$ cat src/rtl/reg_file_sb_pkg.sv
`default_nettype none
// ============================================================================
//  Module      : reg_file_sb_pkg
//  Description : Shared widths, register-address constants and helpers for the
//                register file / scoreboard block.
//  Revision    : 1.0 - initial release
// ============================================================================
package reg_file_sb_pkg;

    localparam int LEN_WORD      = 32;
    localparam int LEN_REG_ADDR  = 6;
    localparam int NUM_REGS      = 1 << LEN_REG_ADDR;
    localparam int REG_FLOAT_BIT = 5;

    typedef logic [LEN_REG_ADDR-1:0] reg_addr_t;
    typedef logic [LEN_WORD-1:0]     word_t;

    localparam reg_addr_t REG_ZERO = 6'd0;
    localparam reg_addr_t REG_SP   = 6'd2;
    localparam reg_addr_t REG_HP   = 6'd3;

    // Address 0 (x0) is hard-wired; every other address, including f0, is live.
    function automatic logic is_live(input reg_addr_t addr);
        return addr != REG_ZERO;
    endfunction

endpackage
`default_nettype wire

$ cat src/rtl/reg_file_sb_scoreboard.sv
`default_nettype none
// ============================================================================
//  Module      : reg_scoreboard
//  Description : Busy-bit tracking for registers with an outstanding write,
//                RAW/WAW hazard detection and the sticky write-back error.
//  Revision    : 1.0 - initial release
// ============================================================================
module reg_scoreboard
    import reg_file_sb_pkg::*;
(
    input  logic      clk_i,
    input  logic      rstn_i,
    input  logic      iss_valid_i,
    input  reg_addr_t iss_rs1_i,
    input  reg_addr_t iss_rs2_i,
    input  reg_addr_t iss_rd_i,
    input  logic      wb_valid_i,
    input  reg_addr_t wb_addr_i,
    output logic      iss_ready_o,
    output logic      wb_err_o
);

    logic [NUM_REGS-1:0] busy_q, busy_d;
    logic                wb_err_q, wb_err_d;
    logic                wb_live;
    logic                iss_fire;

    // A register still counts as free when its write-back lands this cycle.
    function automatic logic eff_busy(input reg_addr_t a);
        return is_live(a) && busy_q[a] && !(wb_live && (wb_addr_i == a));
    endfunction

    // Hazard evaluation: stall on any busy source (RAW) or destination (WAW).
    always_comb begin
        wb_live     = wb_valid_i && is_live(wb_addr_i);
        iss_ready_o = !(eff_busy(iss_rs1_i) || eff_busy(iss_rs2_i) || eff_busy(iss_rd_i));
        iss_fire    = iss_valid_i && iss_ready_o && is_live(iss_rd_i);
    end

    // Next busy vector: clear on write-back, then set on issue so set wins.
    always_comb begin
        busy_d   = busy_q;
        wb_err_d = wb_err_q;
        if (wb_live) begin
            busy_d[wb_addr_i] = 1'b0;
            if (!busy_q[wb_addr_i]) begin
                wb_err_d = 1'b1;
            end
        end
        if (iss_fire) begin
            busy_d[iss_rd_i] = 1'b1;
        end
    end

    // Scoreboard state register; reset discards all outstanding writes.
    always_ff @(posedge clk_i or negedge rstn_i) begin
        if (!rstn_i) begin
            busy_q   <= '0;
            wb_err_q <= 1'b0;
        end else begin
            busy_q   <= busy_d;
            wb_err_q <= wb_err_d;
        end
    end

    assign wb_err_o = wb_err_q;

endmodule
`default_nettype wire

$ cat src/rtl/reg_file_sb.sv
`default_nettype none
// ============================================================================
//  Module      : reg_file_sb
//  Description : 32 integer + 32 float register file with same-cycle
//                write-back bypass and an issue-hazard scoreboard.
//  Revision    : 1.0 - initial release
// ============================================================================
module reg_file_sb
    import reg_file_sb_pkg::*;
#(
    parameter logic [31:0] SP_INIT = 32'h0000_FFF0,
    parameter logic [31:0] HP_INIT = 32'h0000_0000
) (
    input  logic      clk_i,
    input  logic      rstn_i,
    input  logic      iss_valid_i,
    input  reg_addr_t iss_rs1_i,
    input  reg_addr_t iss_rs2_i,
    input  reg_addr_t iss_rd_i,
    output logic      iss_ready_o,
    output word_t     d_rs1_o,
    output word_t     d_rs2_o,
    input  logic      wb_valid_i,
    input  reg_addr_t wb_addr_i,
    input  word_t     wb_data_i,
    output logic      wb_err_o
);

    word_t regs_q [NUM_REGS];
    logic  wr_en;

    assign wr_en = wb_valid_i && is_live(wb_addr_i);

    // Operand read with write-back bypass; x0 always reads zero.
    function automatic word_t read_port(input reg_addr_t a);
        word_t v;
        v = '0;
        if (is_live(a)) begin
            if (wr_en && (wb_addr_i == a)) begin
                v = wb_data_i;
            end else begin
                v = regs_q[a];
            end
        end
        return v;
    endfunction

    // Combinational operand fetch for both read ports.
    always_comb begin
        d_rs1_o = read_port(iss_rs1_i);
        d_rs2_o = read_port(iss_rs2_i);
    end

    // Storage: reset loads the stack/heap pointers, write-back commits data.
    always_ff @(posedge clk_i or negedge rstn_i) begin
        if (!rstn_i) begin
            for (int i = 0; i < NUM_REGS; i++) begin
                regs_q[i] <= '0;
            end
            regs_q[REG_SP] <= SP_INIT;
            regs_q[REG_HP] <= HP_INIT;
        end else if (wr_en) begin
            regs_q[wb_addr_i] <= wb_data_i;
        end
    end

    reg_scoreboard u_scoreboard (
        .clk_i       (clk_i),
        .rstn_i      (rstn_i),
        .iss_valid_i (iss_valid_i),
        .iss_rs1_i   (iss_rs1_i),
        .iss_rs2_i   (iss_rs2_i),
        .iss_rd_i    (iss_rd_i),
        .wb_valid_i  (wb_valid_i),
        .wb_addr_i   (wb_addr_i),
        .iss_ready_o (iss_ready_o),
        .wb_err_o    (wb_err_o)
    );

endmodule
`default_nettype wire

$ cat config.mk
export PLATFORM = sky130hd
export DESIGN_NAME = reg_file_sb
export DESIGN_NICKNAME = d
export VERILOG_FILES = /design/src/rtl/reg_file_sb_pkg.sv /design/src/rtl/reg_file_sb_scoreboard.sv /design/src/rtl/reg_file_sb.sv
export SDC_FILE = /design/constraint.sdc
export NUM_CORES = 2
export LEC_CHECK = 0
export ABC_AREA = 0
export BUFFER_PORTS_ARGS = -buffer_cell sky130_fd_sc_hd__buf_2
export CAP_MARGIN = 20
export CORE_MARGIN = 5
export CORE_UTILIZATION = 35
export DETAILED_ROUTE_END_ITERATION = 10
export HOLD_SLACK_MARGIN = 0.12
export PLACE_DENSITY = 0.56
export SLEW_MARGIN = 20
export SYNTH_ARGS = -nofsm -noshare
export SYNTH_HDL_FRONTEND = slang
export SYNTH_HIERARCHICAL = 1
export SYNTH_SLANG_ARGS = --single-unit
export TNS_END_PERCENT = 5
$ cat constraint.sdc
create_clock -name clk_i -period 3.2 [get_ports clk_i]
set_input_delay 0 -clock clk_i [delete_from_list [all_inputs] [get_ports clk_i]]
set_output_delay 0 -clock clk_i [all_outputs]
set_load 0.01 [all_outputs]
Word level (Yosys, flattened, before mapping)
Cells that the tools add are included.

storage, ports and cells
  register bits after elaboration = 2,113
  latch bits = 0
  bits in writable memories = 0
  ROM bits = 0
  input bits = 60
  output and inout bits = 66
  logic and storage cells = 139
  memories kept = 0

cells by class
  $add $sub $neg = 0
  multipliers = 0
  div/mod/pow operators = 0
  $lt $le $gt $ge = 10
  eq/ne operators = 3
  shift operators = 0
  mux-type cells = 27
  bitwise operators = 7
  reductions and logical operators = 26

operators by type and width
  cell                                                               count
  bitwise mux 2048 bit                                               1
  binary-select mux 32 bit (select 6 bit)                            2
  two-way mux 32 bit                                                 9
  demux 32 bit (select 6 bit)                                        1
  two-way mux 64 bit                                                 2
  AND 64 bit                                                         1
  inverter 64 bit                                                    1
  bitwise OR 64 bit                                                  1
  < comparator 6 x 7 -> 1 bit, second input constant                 4
  binary-select mux 1 bit (select 6 bit)                             4
  nonzero test 6 bit                                                 4
  greater-or-equal comparator 7 bit, second input constant           3
  inverter 6 -> 7 bit                                                3
  == test 6 bit                                                      3
  logical AND 1 bit                                                  15
  demux 1 bit (select 6 bit)                                         2
  greater-or-equal comparator 6 x 1 -> 1 bit, second input constant  2
  < comparator 7 x 1 -> 1 bit, second input constant                 1
  two-way mux 1 bit                                                  6
  zero test 1 bit                                                    4
  logical OR 1 bit                                                   2
  AND reduction 2 bit                                                1
  inverter 1 bit                                                     1

Depth between registers and ports, before layout
  depth after elaboration = 11
  depth in mapped cells = 11
  gate-level depth less buffers = 7

By module
Netlist, hierarchy kept.

modules (own cells, without submodules)
  module          times used  cells an instance  area each (um2)  seq. area each (um2)
  reg_file_sb     1           7,742              110,518.5        51,264.2
  reg_scoreboard  1           613                5,559.1          1,626.6

Worst setup path before layout
No wires, ideal clock.

  path type = register to register
  start point = register u_scoreboard.busy_q[31]
  end point = register u_scoreboard.busy_q[19]
  library setup time = 0.077 ns
  data arrival time = 2.115 ns
  data required time = 3.123 ns
  setup slack = 1.008 ns
  cell stages (with the launch flop) = 8
  path buffers = 1
  period minus slack after synthesis = 2.192 ns
  path through = dfrtp_1 mux4_2 mux2_2 a2111oi_2 a2111o_1 nand4_4 buf_6 o21ai_1

on the way
  longest elaborated chain between the ends = 10
  elaborated cells between the ends (all ways) = 18
  those cells by class = 7 x mux; 11 x reduce/logical

RTL lines
  element                                  RTL line                      source
  start: declaration                       reg_file_sb_scoreboard.sv:23  logic [NUM_REGS-1:0] busy_q, busy_d;
  start signal: assignment                 reg_file_sb_scoreboard.sv:61  busy_q <= busy_d;
  binary-select mux 1 bit (select 6 bit)   reg_file_sb_scoreboard.sv:30  return is_live(a) && busy_q[a] && !(wb_live && (wb_addr_i == a));
  two-way mux 1 bit (not written as such)  reg_file_sb_scoreboard.sv:30
  logical AND 1 bit (2 in series)          reg_file_sb_scoreboard.sv:30
  logical OR 1 bit                         reg_file_sb_scoreboard.sv:36  iss_ready_o = !(eff_busy(iss_rs1_i) || eff_busy(iss_rs2_i) || eff_busy(iss_rd_i));
  logical OR 1 bit (*)                     reg_file_sb_scoreboard.sv:36
  zero test 1 bit (*)                      reg_file_sb_scoreboard.sv:36
  logical AND 1 bit (*) (2 in series)      reg_file_sb_scoreboard.sv:37  iss_fire = iss_valid_i && iss_ready_o && is_live(iss_rd_i);
  two-way mux 64 bit (*)                   reg_file_sb_scoreboard.sv:50  if (iss_fire) begin
  named net u_scoreboard.busy_d[19]        reg_file_sb_scoreboard.sv:23

Mark *: on every way through the listed nets, which the timed path passes. The rest lies on a longest branch. The select of a mux whose other input is x is not followed.
A chain may end at the register's enable or synchronous reset.

Worst setup path in the final report
  start point = register regs_q[897] in the netlist's numbering
  end point = output d_rs1_o[1]

on the way
  longest elaborated chain between the ends = 5

RTL lines
  element                                                 RTL line           source
  start: declaration                                      reg_file_sb.sv:29  word_t regs_q [NUM_REGS];
  start signal: indexed assignment                        reg_file_sb.sv:63  regs_q[wb_addr_i] <= wb_data_i;
  binary-select mux 32 bit (select 6 bit)                 reg_file_sb.sv:42  v = regs_q[a];
  two-way mux 32 bit (not written as such) (2 in series)  reg_file_sb.sv:42
  two-way mux 32 bit                                      reg_file_sb.sv:39  if (wr_en && (wb_addr_i == a)) begin
  two-way mux 32 bit                                      reg_file_sb.sv:38  if (is_live(a)) begin
  end: declaration                                        reg_file_sb.sv:21  output word_t d_rs1_o,

Every way passes these cells. The select of a mux whose other input is x is not followed.

==> metrics <==
root buffer selected by CTS clkbuf_16; Initial Utilization 35.15%; Worst path most repeated cell mux4_2; final clock period utilization by the worst path 102.5%; violated checks setup timing; Hold Crit Class in2reg; final instance area 0.1339 sq mm; number of clock sinks 2113; most frequent cells after synthesis mux2_2 (2147), dfrtp_1 (2101), mux4_2 (779); overall global routing resource usage 24.30%; Syn Std Cell Area around 0.12 sq mm; Critical Path Max Stage Delay 490 ps; initial drt markers 7903; multiplexer area fraction after synthesis between 40% and 50%; Peak supply drop 467.3 uV; Horiz. Die Dim slightly below 600 um; top-count cell post-synth mux2_2; worst-case setup slack after placement -166.2 ps; global route total overflow 0; crit start category flop; Leakage Power roughly 59 nW; CP bufs+invs 1; flops & latches, synth 2113; post-route DRC violation count 0; placed instance count 12.51k; number of antenna violations at the first check in global routing 16; unrepaired setup endpoints after global routing yes; Final Hold Viols 0; Max-slew headroom between 20% and 30%; most area-hungry cell type in the Yosys netlist dfrtp_1; Worst setup EP type primary output; post-route insts no fill 13.01k; required time of the worst setup path ~3200 ps; detailed-placement wirelength estimate 269700 um; final setup violation count 8; post-synthesis instance total 8355; per-instance average area after synthesis around 14 sq um; total CTS buffers 230; ratio of cells with drive above 1 in the final layout 48.56%; net count after synthesis 8415; kind of cell with the highest combined delay on the critical path multiplexers; count of unique library cells instantiated by Yosys 76; dominant combinational cell family by area after synthesis multiplexers; Hold Slack 182.3 ps; cell area power density ~550 mW/mm^2; complex-gate fraction of the synthesized area ~5.0%; TritonCTS clock tree yes; sequential fraction of the synthesis area 45.56%; IO Pins approximately 130; area growth from synthesis to final layout 15.38%; multi-input gate area in the final layout 0.05973 sq mm; Sequential Area 0.05289 sq mm; number of max-slew violations in the final report 0; Post-DRT Antenna Nets 0; proportion of register bits with asynchronous set or reset after synthesis 100.0%; share of the synthesized netlist area taken by xor and xnor gates 0.2264%; area fraction in and, or, nand and nor cells after synthesis 3.073%; ratio of routed vias to standard cells 6.096; transition time of the tightest slew-check pin around 1200 ps; TritonRoute pass-1 iters 6; number of flops mapped to enable cells by yosys 0; insertion delay to the later sink of the worst-skew pair 870 ps; clk slew on worst S/H paths 60 ps; share of the synthesized area in the top cell type 45.29%; pin count of the biggest net entering global routing 163; num rows 211; Synth area leaders dfrtp_1 (45%), mux2_2 (21%), mux4_2 (15%); post-DR wirelength/cell ~33 um; register-to-register path setup slack 170 ps; highest attainable clock frequency a little over 300 MHz; number of nets in the layout 8505; # H-tree levels 4; post-layout minimum cycle time 3281 ps; result of the run finished with violations; CTS max path bufs 4; Synth Flop Type dfrtp_1; arrival time reported for the critical path endpoint 3280 ps; number of global-route vias before repair 82.40k; number of synthesis warnings 6; Final GP Congestion 0.9529; fraction of the mapped netlist area in adder cells 0%; wire length of the first global-routing pass slightly above 600000 um; Setup TNS -421.2 ps; number of max-cap violations 0; height of the die between 500 and 600 um; largest fanout of any net on the critical path 3; sequence of cells on the critical path mux4_2 > mux4_2 > nor2_1 > a31oi_1 > o221a_1 > buf_2; number of buffers inserted by port buffering 125; Placed Instance Area 0.1251 sq mm; detailed-route wire length 423500 um; skew final about 16 ps; full die area ~0.34 sq mm; type of the worst setup path reg2out; area of the core region 0.3303 sq mm; slowest CP cell mux4_2; number of filler instances in the final layout between 30k and 40k; min setup slack post-route -81.34 ps; vias after detailed routing approximately 79k
==> power breakdown <==
| part | switching (W) | internal [W] |
|---|---|---|
| sequential | 0.00271 | 0.0303 |
| combinational | 0.00642 | 0.00725 |
| clock | 0.0114 | 0.0162 |
==> state kept, by name, summed over array words and instances (netlist names) <==
signal	cells
regs_q	2048
u_scoreboard/busy_q	64
u_scoreboard/wb_err_o	1
==> layout make-up <==
| class | count | area share [%] |
|---|---|---|
| flip-flops and latches | 2113 | 39.49 |
| well taps | 4366 | 4.079 |
| clock inverters | 57 | 0.5746 |
| clock buffers | 361 | 5.190 |
| diodes | 10 | 0.01869 |
| inverters | 30 | 0.08408 |
| repair buffers | 786 | 5.961 |
| multi-input cells | 5284 | 44.60 |
==> stage by stage <==
step | util [%] | power, W
after floorplan | - | 0.04164
after global placement | 37.87 | 0.04610
after detailed placement | 37.87 | 0.04671
after CTS | 40.50 | 0.07456
after global routing | 40.55 | 0.07703
final | 40.55 | 0.07427
==> worst paths after layout <==
kind,startpoint,to,cells past startpoint
worst max-delay path,regs_q[897]$_DFFE_PN0P_,d_rs1_o[1],6
worst min-delay path,wb_addr_i[0],regs_q[575]$_DFFE_PN0P_,5
worst max register to register,u_scoreboard/busy_q[8]$_DFF_PN0_,u_scoreboard/busy_q[10]$_DFF_PN0_,9
worst min register to register,regs_q[2044]$_DFFE_PN0P_,regs_q[2044]$_DFFE_PN0P_,0
max in group asynchronous,rstn_i,u_scoreboard/busy_q[20]$_DFF_PN0_,6
min in group asynchronous,rstn_i,regs_q[600]$_DFFE_PN0P_,4
==> cell usage in the layout (no fill, tap or decap), types with 16 or more instances in the layout <==
master            n
a21oi_1         130
a221oi_1         24
a22o_1           21
a22oi_1         217
a31oi_1          27
and3_1           49
buf_12          171
buf_2           115
buf_4           427
bufinv_16        18
clkbuf_1         63
clkbuf_16       232
clkbuf_8         66
clkinv_2         31
dfrtp_1        2100
dlygate4sd3_1    66
inv_1            25
mux2_2         2147
mux2i_1         734
mux4_2          779
nand2_1         192
nand2_2          16
nand3_1         110
nand3b_1         19
nand4_1          29
nor2_1           70
nor2_4           55
nor3_1           34
nor4_1           26
o21ai_0         132
o21ai_1          63
o22a_1           21
o22ai_1         101
o31ai_1          24
==> kinds of logic after synthesis <==
kind of cell | Yosys count
mux | 3668
flops | 2113
buf+inv | 958
compound gates | 872
simple gates | 714
xor+xnor | 30
==> metal layers <==
metal,part of all wire [%],vias to the layer above,track usage [%]
met3,6.7,963,4.387
met4,5.8,8,11.83
met1,41,42958,32.19
met5,0.012,-,0
li1,-,32081,-
met2,46,3277,38.55
==> worst min-delay path, cell delays in order <==
cell      delay [ps]
buf_2            220
nand3b_1         280
nor2_4            90
buf_12           190
mux2_2           250
==> repair_timing <==
item	4_1_cts	5_1_grt
pin swaps	9	5
hold buffers	67	0
endpoints found under the setup margin	29	33
buffers inserted	0	0
hold endpoints to repair	3841	0
resized for setup	54	31
(Power assumes the default switching activity.)
